==> src/rtl/risk_frame_pkg.sv <==
// Shared constants, state encodings and helpers
// for the risk_frame_tx link.
package risk_frame_pkg;

  localparam logic [7:0] FRAME_HDR = 8'hA5;
  localparam int         FRAME_LEN = 5;
  localparam logic [7:0] MAX_PCT   = 8'd100;

  typedef enum logic [1:0] {
    BIT_IDLE,
    BIT_START,
    BIT_DATA,
    BIT_STOP
  } bit_st_t;

  typedef enum logic [1:0] {
    FR_IDLE,
    FR_SEND,
    FR_DONE
  } frame_st_t;

  function automatic logic [7:0] clamp_pct(
    input logic [7:0] v,
    input logic [7:0] lim
  );
    return (v > lim) ? lim : v;
  endfunction

  function automatic logic [7:0] frame_chk(
    input logic [7:0] hdr,
    input logic [7:0] a,
    input logic [7:0] b,
    input logic [7:0] c
  );
    logic [7:0] sum;
    sum = hdr + a + b + c;
    return 8'h00 - sum;
  endfunction

endpackage

==> src/rtl/risk_frame_tx_uart.sv <==
// 8N1 byte serialiser: start, 8 data LSB first, stop.
// A load in the last stop-bit cycle chains bytes with no gap.
module uart_tx_byte
  import risk_frame_pkg::*;
#(
  parameter int CLKS_PER_BIT = 16
) (
  input  logic       clk,
  input  logic       rst,
  input  logic       load,
  input  logic [7:0] byte_in,
  output logic       tx,
  output logic       done
);

  localparam int CW = $clog2(CLKS_PER_BIT);
  localparam logic [CW-1:0] CNT_MAX =
    CW'(CLKS_PER_BIT - 1);

  bit_st_t       st_q, st_d;
  logic [CW-1:0] cnt_q, cnt_d;
  logic [3:0]    nbit_q, nbit_d;
  logic [9:0]    sh_q, sh_d;
  logic          tx_q, tx_d;
  logic          bit_end;

  always_ff @(posedge clk or posedge rst) begin
    if (rst) begin
      st_q   <= BIT_IDLE;
      cnt_q  <= '0;
      nbit_q <= '0;
      sh_q   <= '1;
      tx_q   <= 1'b1;
    end else begin
      st_q   <= st_d;
      cnt_q  <= cnt_d;
      nbit_q <= nbit_d;
      sh_q   <= sh_d;
      tx_q   <= tx_d;
    end
  end

  always_comb begin
    st_d    = st_q;
    cnt_d   = cnt_q;
    nbit_d  = nbit_q;
    sh_d    = sh_q;
    tx_d    = tx_q;
    done    = 1'b0;
    bit_end = (cnt_q == CNT_MAX);
    if (st_q != BIT_IDLE) begin
      cnt_d = bit_end ? '0 : cnt_q + 1'b1;
      if (bit_end) begin
        if (nbit_q == 4'd9) begin
          done = 1'b1;
          st_d = BIT_IDLE;
          tx_d = 1'b1;
        end else begin
          sh_d   = {1'b1, sh_q[9:1]};
          tx_d   = sh_q[1];
          nbit_d = nbit_q + 1'b1;
          st_d   = (nbit_q == 4'd8) ? BIT_STOP
                                    : BIT_DATA;
        end
      end
    end
    if (load) begin
      st_d   = BIT_START;
      cnt_d  = '0;
      nbit_d = '0;
      sh_d   = {1'b1, byte_in, 1'b0};
      tx_d   = 1'b0;
    end
  end

  assign tx = tx_q;

endmodule

==> src/rtl/risk_frame_tx.sv <==
// Frame sequencer: latches a clamped sample and sends
// HDR, RAIN, SOIL, RISK, CHK back-to-back over UART.
module risk_frame_tx #(
  parameter int         CLKS_PER_BIT = 16,
  parameter logic [7:0] FRAME_HDR =
    risk_frame_pkg::FRAME_HDR,
  parameter logic [7:0] MAX_PCT =
    risk_frame_pkg::MAX_PCT
) (
  input  logic       clk,
  input  logic       rst,
  input  logic       sample_valid,
  output logic       sample_ready,
  input  logic [7:0] rain_fall,
  input  logic [7:0] soil_moisture,
  input  logic [7:0] risk,
  output logic       tx,
  output logic       busy,
  output logic       frame_done
);

  import risk_frame_pkg::*;

  localparam logic [2:0] LAST_IDX =
    3'(FRAME_LEN - 1);

  frame_st_t  st_q, st_d;
  logic [2:0] idx_q, idx_d;
  logic [7:0] rain_q, rain_d;
  logic [7:0] soil_q, soil_d;
  logic [7:0] risk_q, risk_d;
  logic [7:0] chk_q, chk_d;
  logic       busy_q, busy_d;
  logic       ready_q, ready_d;
  logic       fdone_q, fdone_d;

  logic       accept;
  logic       load;
  logic [7:0] byte_in;
  logic       tx_done;
  logic [2:0] nxt_idx;
  logic [7:0] nxt_byte;

  uart_tx_byte #(
    .CLKS_PER_BIT(CLKS_PER_BIT)
  ) u_uart (
    .clk    (clk),
    .rst    (rst),
    .load   (load),
    .byte_in(byte_in),
    .tx     (tx),
    .done   (tx_done)
  );

  always_ff @(posedge clk or posedge rst) begin
    if (rst) begin
      st_q    <= FR_IDLE;
      idx_q   <= '0;
      rain_q  <= '0;
      soil_q  <= '0;
      risk_q  <= '0;
      chk_q   <= '0;
      busy_q  <= 1'b0;
      ready_q <= 1'b1;
      fdone_q <= 1'b0;
    end else begin
      st_q    <= st_d;
      idx_q   <= idx_d;
      rain_q  <= rain_d;
      soil_q  <= soil_d;
      risk_q  <= risk_d;
      chk_q   <= chk_d;
      busy_q  <= busy_d;
      ready_q <= ready_d;
      fdone_q <= fdone_d;
    end
  end

  assign nxt_idx = idx_q + 3'd1;

  always_comb begin
    unique case (1'b1)
      (nxt_idx == 3'd1): nxt_byte = rain_q;
      (nxt_idx == 3'd2): nxt_byte = soil_q;
      (nxt_idx == 3'd3): nxt_byte = risk_q;
      default:           nxt_byte = chk_q;
    endcase
  end

  always_comb begin
    accept  = sample_valid && ready_q;
    st_d    = st_q;
    idx_d   = idx_q;
    rain_d  = rain_q;
    soil_d  = soil_q;
    risk_d  = risk_q;
    chk_d   = chk_q;
    busy_d  = busy_q;
    ready_d = ready_q;
    fdone_d = 1'b0;
    load    = 1'b0;
    byte_in = FRAME_HDR;
    unique case (st_q)
      FR_IDLE, FR_DONE: begin
        st_d = FR_IDLE;
        if (accept) begin
          rain_d  = clamp_pct(rain_fall, MAX_PCT);
          soil_d  = clamp_pct(soil_moisture,
                              MAX_PCT);
          risk_d  = clamp_pct(risk, MAX_PCT);
          chk_d   = frame_chk(FRAME_HDR, rain_d,
                              soil_d, risk_d);
          load    = 1'b1;
          idx_d   = '0;
          st_d    = FR_SEND;
          busy_d  = 1'b1;
          ready_d = 1'b0;
        end
      end
      FR_SEND: begin
        if (tx_done) begin
          if (idx_q == LAST_IDX) begin
            st_d    = FR_DONE;
            fdone_d = 1'b1;
            busy_d  = 1'b0;
            ready_d = 1'b1;
          end else begin
            // next byte starts right as stop ends
            load    = 1'b1;
            byte_in = nxt_byte;
            idx_d   = nxt_idx;
          end
        end
      end
      default: st_d = FR_IDLE;
    endcase
  end

  assign sample_ready = ready_q;
  assign busy         = busy_q;
  assign frame_done   = fdone_q;

endmodule

==> config.mk <==
export PLATFORM = sky130hd
export DESIGN_NAME = risk_frame_tx
export DESIGN_NICKNAME = d
export VERILOG_FILES = /design/src/rtl/risk_frame_pkg.sv /design/src/rtl/risk_frame_tx_uart.sv /design/src/rtl/risk_frame_tx.sv
export SDC_FILE = /design/constraint.sdc
export NUM_CORES = 1
export LEC_CHECK = 0
export CORE_ASPECT_RATIO = 1.1
export CORE_MARGIN = 2
export CORE_UTILIZATION = 57
export DETAILED_ROUTE_END_ITERATION = 16
export DONT_BUFFER_PORTS = 1
export PLACE_DENSITY = 0.78
export SYNTH_ARGS = -nofsm -noshare
export SYNTH_HDL_FRONTEND = slang
export SYNTH_SLANG_ARGS = --single-unit
==> constraint.sdc <==
create_clock -name clk -period 2.1 [get_ports clk]
set_input_delay 0.63 -clock clk [delete_from_list [all_inputs] [get_ports clk]]
set_output_delay 0.63 -clock clk [all_outputs]
set_load 0.05 [all_outputs]
==> results.md <==
* Status: finished with violations
* Violated checks: negative setup slack
* R2r setup slk at 110 ps
* Leakage at 1.91 nW
* Fmax at 366 MHz
* Die Ht at 86.0 µm
* Syn. warnings at 0
* Slew Limit Fails at 0
* Top_reg_cell synth: dfrtp_1
* Worst Path Arrival at 2980 ps
* # port buffers at 0
* Worst-Margin Slew at 572 ps
* Num CTS Buffers at 9
* Number of synthesized flops with an enable pin at 0
* Worst vdd ir at 0.000434 V
* Drc violations at 0
* First-pass GRT wire length at 13600 µm
* Kind of critical path: input pin to flop
* Die ar. at 0.00676 mm²
* Grt total ovfl at 0
* DP Worst Slack at -1040 ps
* GRT Util Overall at 26.8%
* Syn_nets at 410
* Cell family with most CP delay: adder cells
* Post-Syn Area per Cell at 9.82 µm²
* Top post-synthesis cells by area: dfrtp_1 35%, dfstp_2 7.5%, ha_1 7.2%
* Asr flop ratio synth at 100%
* H-tree depth at 3
* Synthesized cell area at 0.00348 mm²
* Power density over cell area at 630 mW/mm²
* Fillcell total at 421
* RR Endpoint: u_uart.sh_q[8]
* Detail Placement HPWL at 6010 µm
* DRT iter0 DRCs at 204
* Largest stage delay, worst path at 380 ps
* Max Buffers Root-to-Sink at 2
* Critical Path, Cell by Cell: nor2_1 -> nand2_2 -> a31oi_4 -> buf_6 -> and2_4 -> fa_2 -> inv_2 -> fa_2 -> ha_4 -> inv_2 -> fa_2 -> nor2b_1 -> o21a_1 -> o21a_1 -> o31ai_1
* Max_slew headroom at 61.5%
* # diodes at 0
* Layout area overhead at 22.0%
* Required @ worst endpoint at 2350 ps
* Chip width at 78.6 µm
* Rows at 29
* Yosys cell types at 56
* Most common cell on crit path: fa_2
* First drt pass iteration count at 4
* Max_cap viols at 0
* Clock Root Buffer: clkbuf_8
* Total Routed Length at 8410 µm
* Vias in the first global route at 2887
* Reg2reg path depth at 6
* Worst path bufs/invs at 3
* Via/cell ratio at 5.76
* Crit Reg-Reg Startpoint: idx_q[0]
* Crit path max fanout at 4
* DR vias at 2718
* Hold crit path type: input pin to async pin
* Largest net degree at the start of global routing at 28
* Layout cells sized above 1 at 31.9%
* Worst-path clk slew at 70 ps
* CORE AREA at 0.00584 mm²
* Post-route setup slack at -631 ps
* Largest area contributor in the netlist: dfrtp_1
* # IOs at 31
* Unrepaired setup endpoints after global routing: yes
* Final setup fails at 5
* Synth Register Bits at 59
* Initial antenna violation count at 0
* Final #Nets at 445
* Clk_lat worst skew at 350 ps
* Crit path max-delay cell type: fa_2
* Post-Syn Instances at 355
* CTS sink count at 59
* Design Power at 2.68 mW
* Period Utilization, post-route at 130%
* Crit. End Element: flop
* Share of the yosys chip area belonging to registers at 42.7%
* Initial core utilization at 59.6%
* Antenna Nets Post-Route at 0
* Clk_skew at 7.35 ps
* Placer congestion estimate at 0.844
* CTS tree: built
* Top cell type's share of synthesized area at 35.2%
* Critical Path Source Type: input pin
* Count of final hold-check violations at 0
* Crit path time final at 2730 ps
* Wire per inst at 17.8 µm
metal layers:
metal | GRT usage, % | routed length, µm
met1 | 31.6 | 3440
met2 | 46.4 | 4410
met3 | 6.11 | 366
met4 | 12.3 | 187
met5 | 0 | 0
how the worst max path moves through the flow:
stage / from / end / slack, ps / depth (start not counted)
2_1_floorplan: soil_moisture[0] / chk_q[6] / -920 / 14
3_3_place_gp: soil_moisture[0] / chk_q[6] / -1000 / 14
3_5_place_dp: soil_moisture[0] / chk_q[7] / -1040 / 12
4_1_cts: soil_moisture[1] / chk_q[6] / -570 / 14
5_1_grt: rain_fall[0] / chk_q[6] / -690 / 14
6_report: rain_fall[4] / chk_q[6] / -630 / 15
cell families (layout without fill, tap and decap cells):
group / Yosys count / after routing / share of synthesized area [%]
compound gates: 85 / 85 / 17.3
mux: 7 / 7 / 2.23
xor+xnor: 8 / 8 / 2.01
flops: 59 / 59 / 42.7
fa+ha+maj: 28 / 28 / 11.8
buf+inv: 36 / 76 / 4.45
simple gates: 132 / 132 / 19.5
repair_timing:
action | 4_1_cts | 5_1_grt
cloned | 0 | 0
hold buffers | 0 | 0
pin swaps | 16 | 8
buffers inserted | 1 | 1
resized for setup | 21 | 15
endpoints found under the setup margin | 6 | 6
area by class of cell:
cell class	count	area [µm²]	area share [%]
Tap cell	77	96.3	2.27
Timing Repair Buffer	39	342	8.03
Sequential cell	59	1490	35.0
Multi-Input combinational cell	260	2040	48.1
Clock buffer	10	138	3.24
Inverter	21	78.8	1.85
Clock inverter	6	65.1	1.53
state kept, by name, indices dropped and copies added, names as in the netlist:
signal / count
busy: 1
chk_q: 8
frame_done: 1
idx_q: 3
rain_q: 8
risk_q: 8
sample_ready: 1
soil_q: 8
st_q: 2
u_uart.cnt_q: 4
u_uart.nbit_q: 4
u_uart.sh_q: 8
u_uart.st_q: 2
u_uart.tx: 1
report_power, final:
part	switching [mW]	total, mW	internal, mW
clock network	0.480	1.06	0.577
logic	0.225	0.484	0.259
registers	0	1.14	1.14
worst reg2reg max path, cell delays in order, from the launching register on:
cell and delay [ps]:
dfrtp_1 400, ha_1 250, xor2_1 160, buf_4 190, or2_2 360, a2111oi_0 470, a21oi_1 80
cell usage after synthesis (3+ instances only):
master	number
dfrtp_1	49
nand2_1	47
inv_1	21
ha_1	20
nor2_1	20
o21ai_0	20
and2_1	19
a21oi_1	17
dfstp_2	10
o211ai_1	9
fa_1	8
or2_2	7
a31o_2	6
mux2_2	6
nand3_1	6
xor2_1	6
buf_2	5
clkbuf_1	5
a222oi_1	4
a22oi_1	4
a31oi_1	4
nand2b_1	4
nand3b_1	4
nor3_1	4
a211oi_1	3
and3_1	3
nor2b_1	3
o221a_2	3
metrics by stage:
step | instance area, µm² | cells | hold slack (ps) | setup TNS (ps) | utilization (%)
3_3_place_gp | 3880 | 454 | 452 | -5050 | 66.5
5_1_grt | 4250 | 472 | 184 | -2800 | 72.8
2_1_floorplan | 3550 | 355 | 439 | -4230 | -
3_5_place_dp | 3880 | 454 | 460 | -5240 | 66.5
6_report | 4250 | 472 | 157 | -2460 | 72.8
4_1_cts | 4190 | 471 | 161 | -2270 | 71.7
cell usage in the layout, fill, tap and decap left out, types with 5 or more instances in the layout:
master	synthesis	layout
dfstp_2	10	10
mux2_2	6	6
o21ai_0	20	13
clkbuf_8	0	10
nor2_1	20	19
or2_2	7	5
o21ai_1	1	6
dfrtp_1	49	49
buf_4	1	33
and2_1	19	13
ha_4	0	6
ha_1	20	14
a31o_2	6	6
and2_4	0	6
xor2_1	6	6
inv_1	21	17
nand2_1	47	45
a21oi_1	17	14
o211ai_1	9	9
nand3_1	6	6
(Power assumes the default switching activity.)
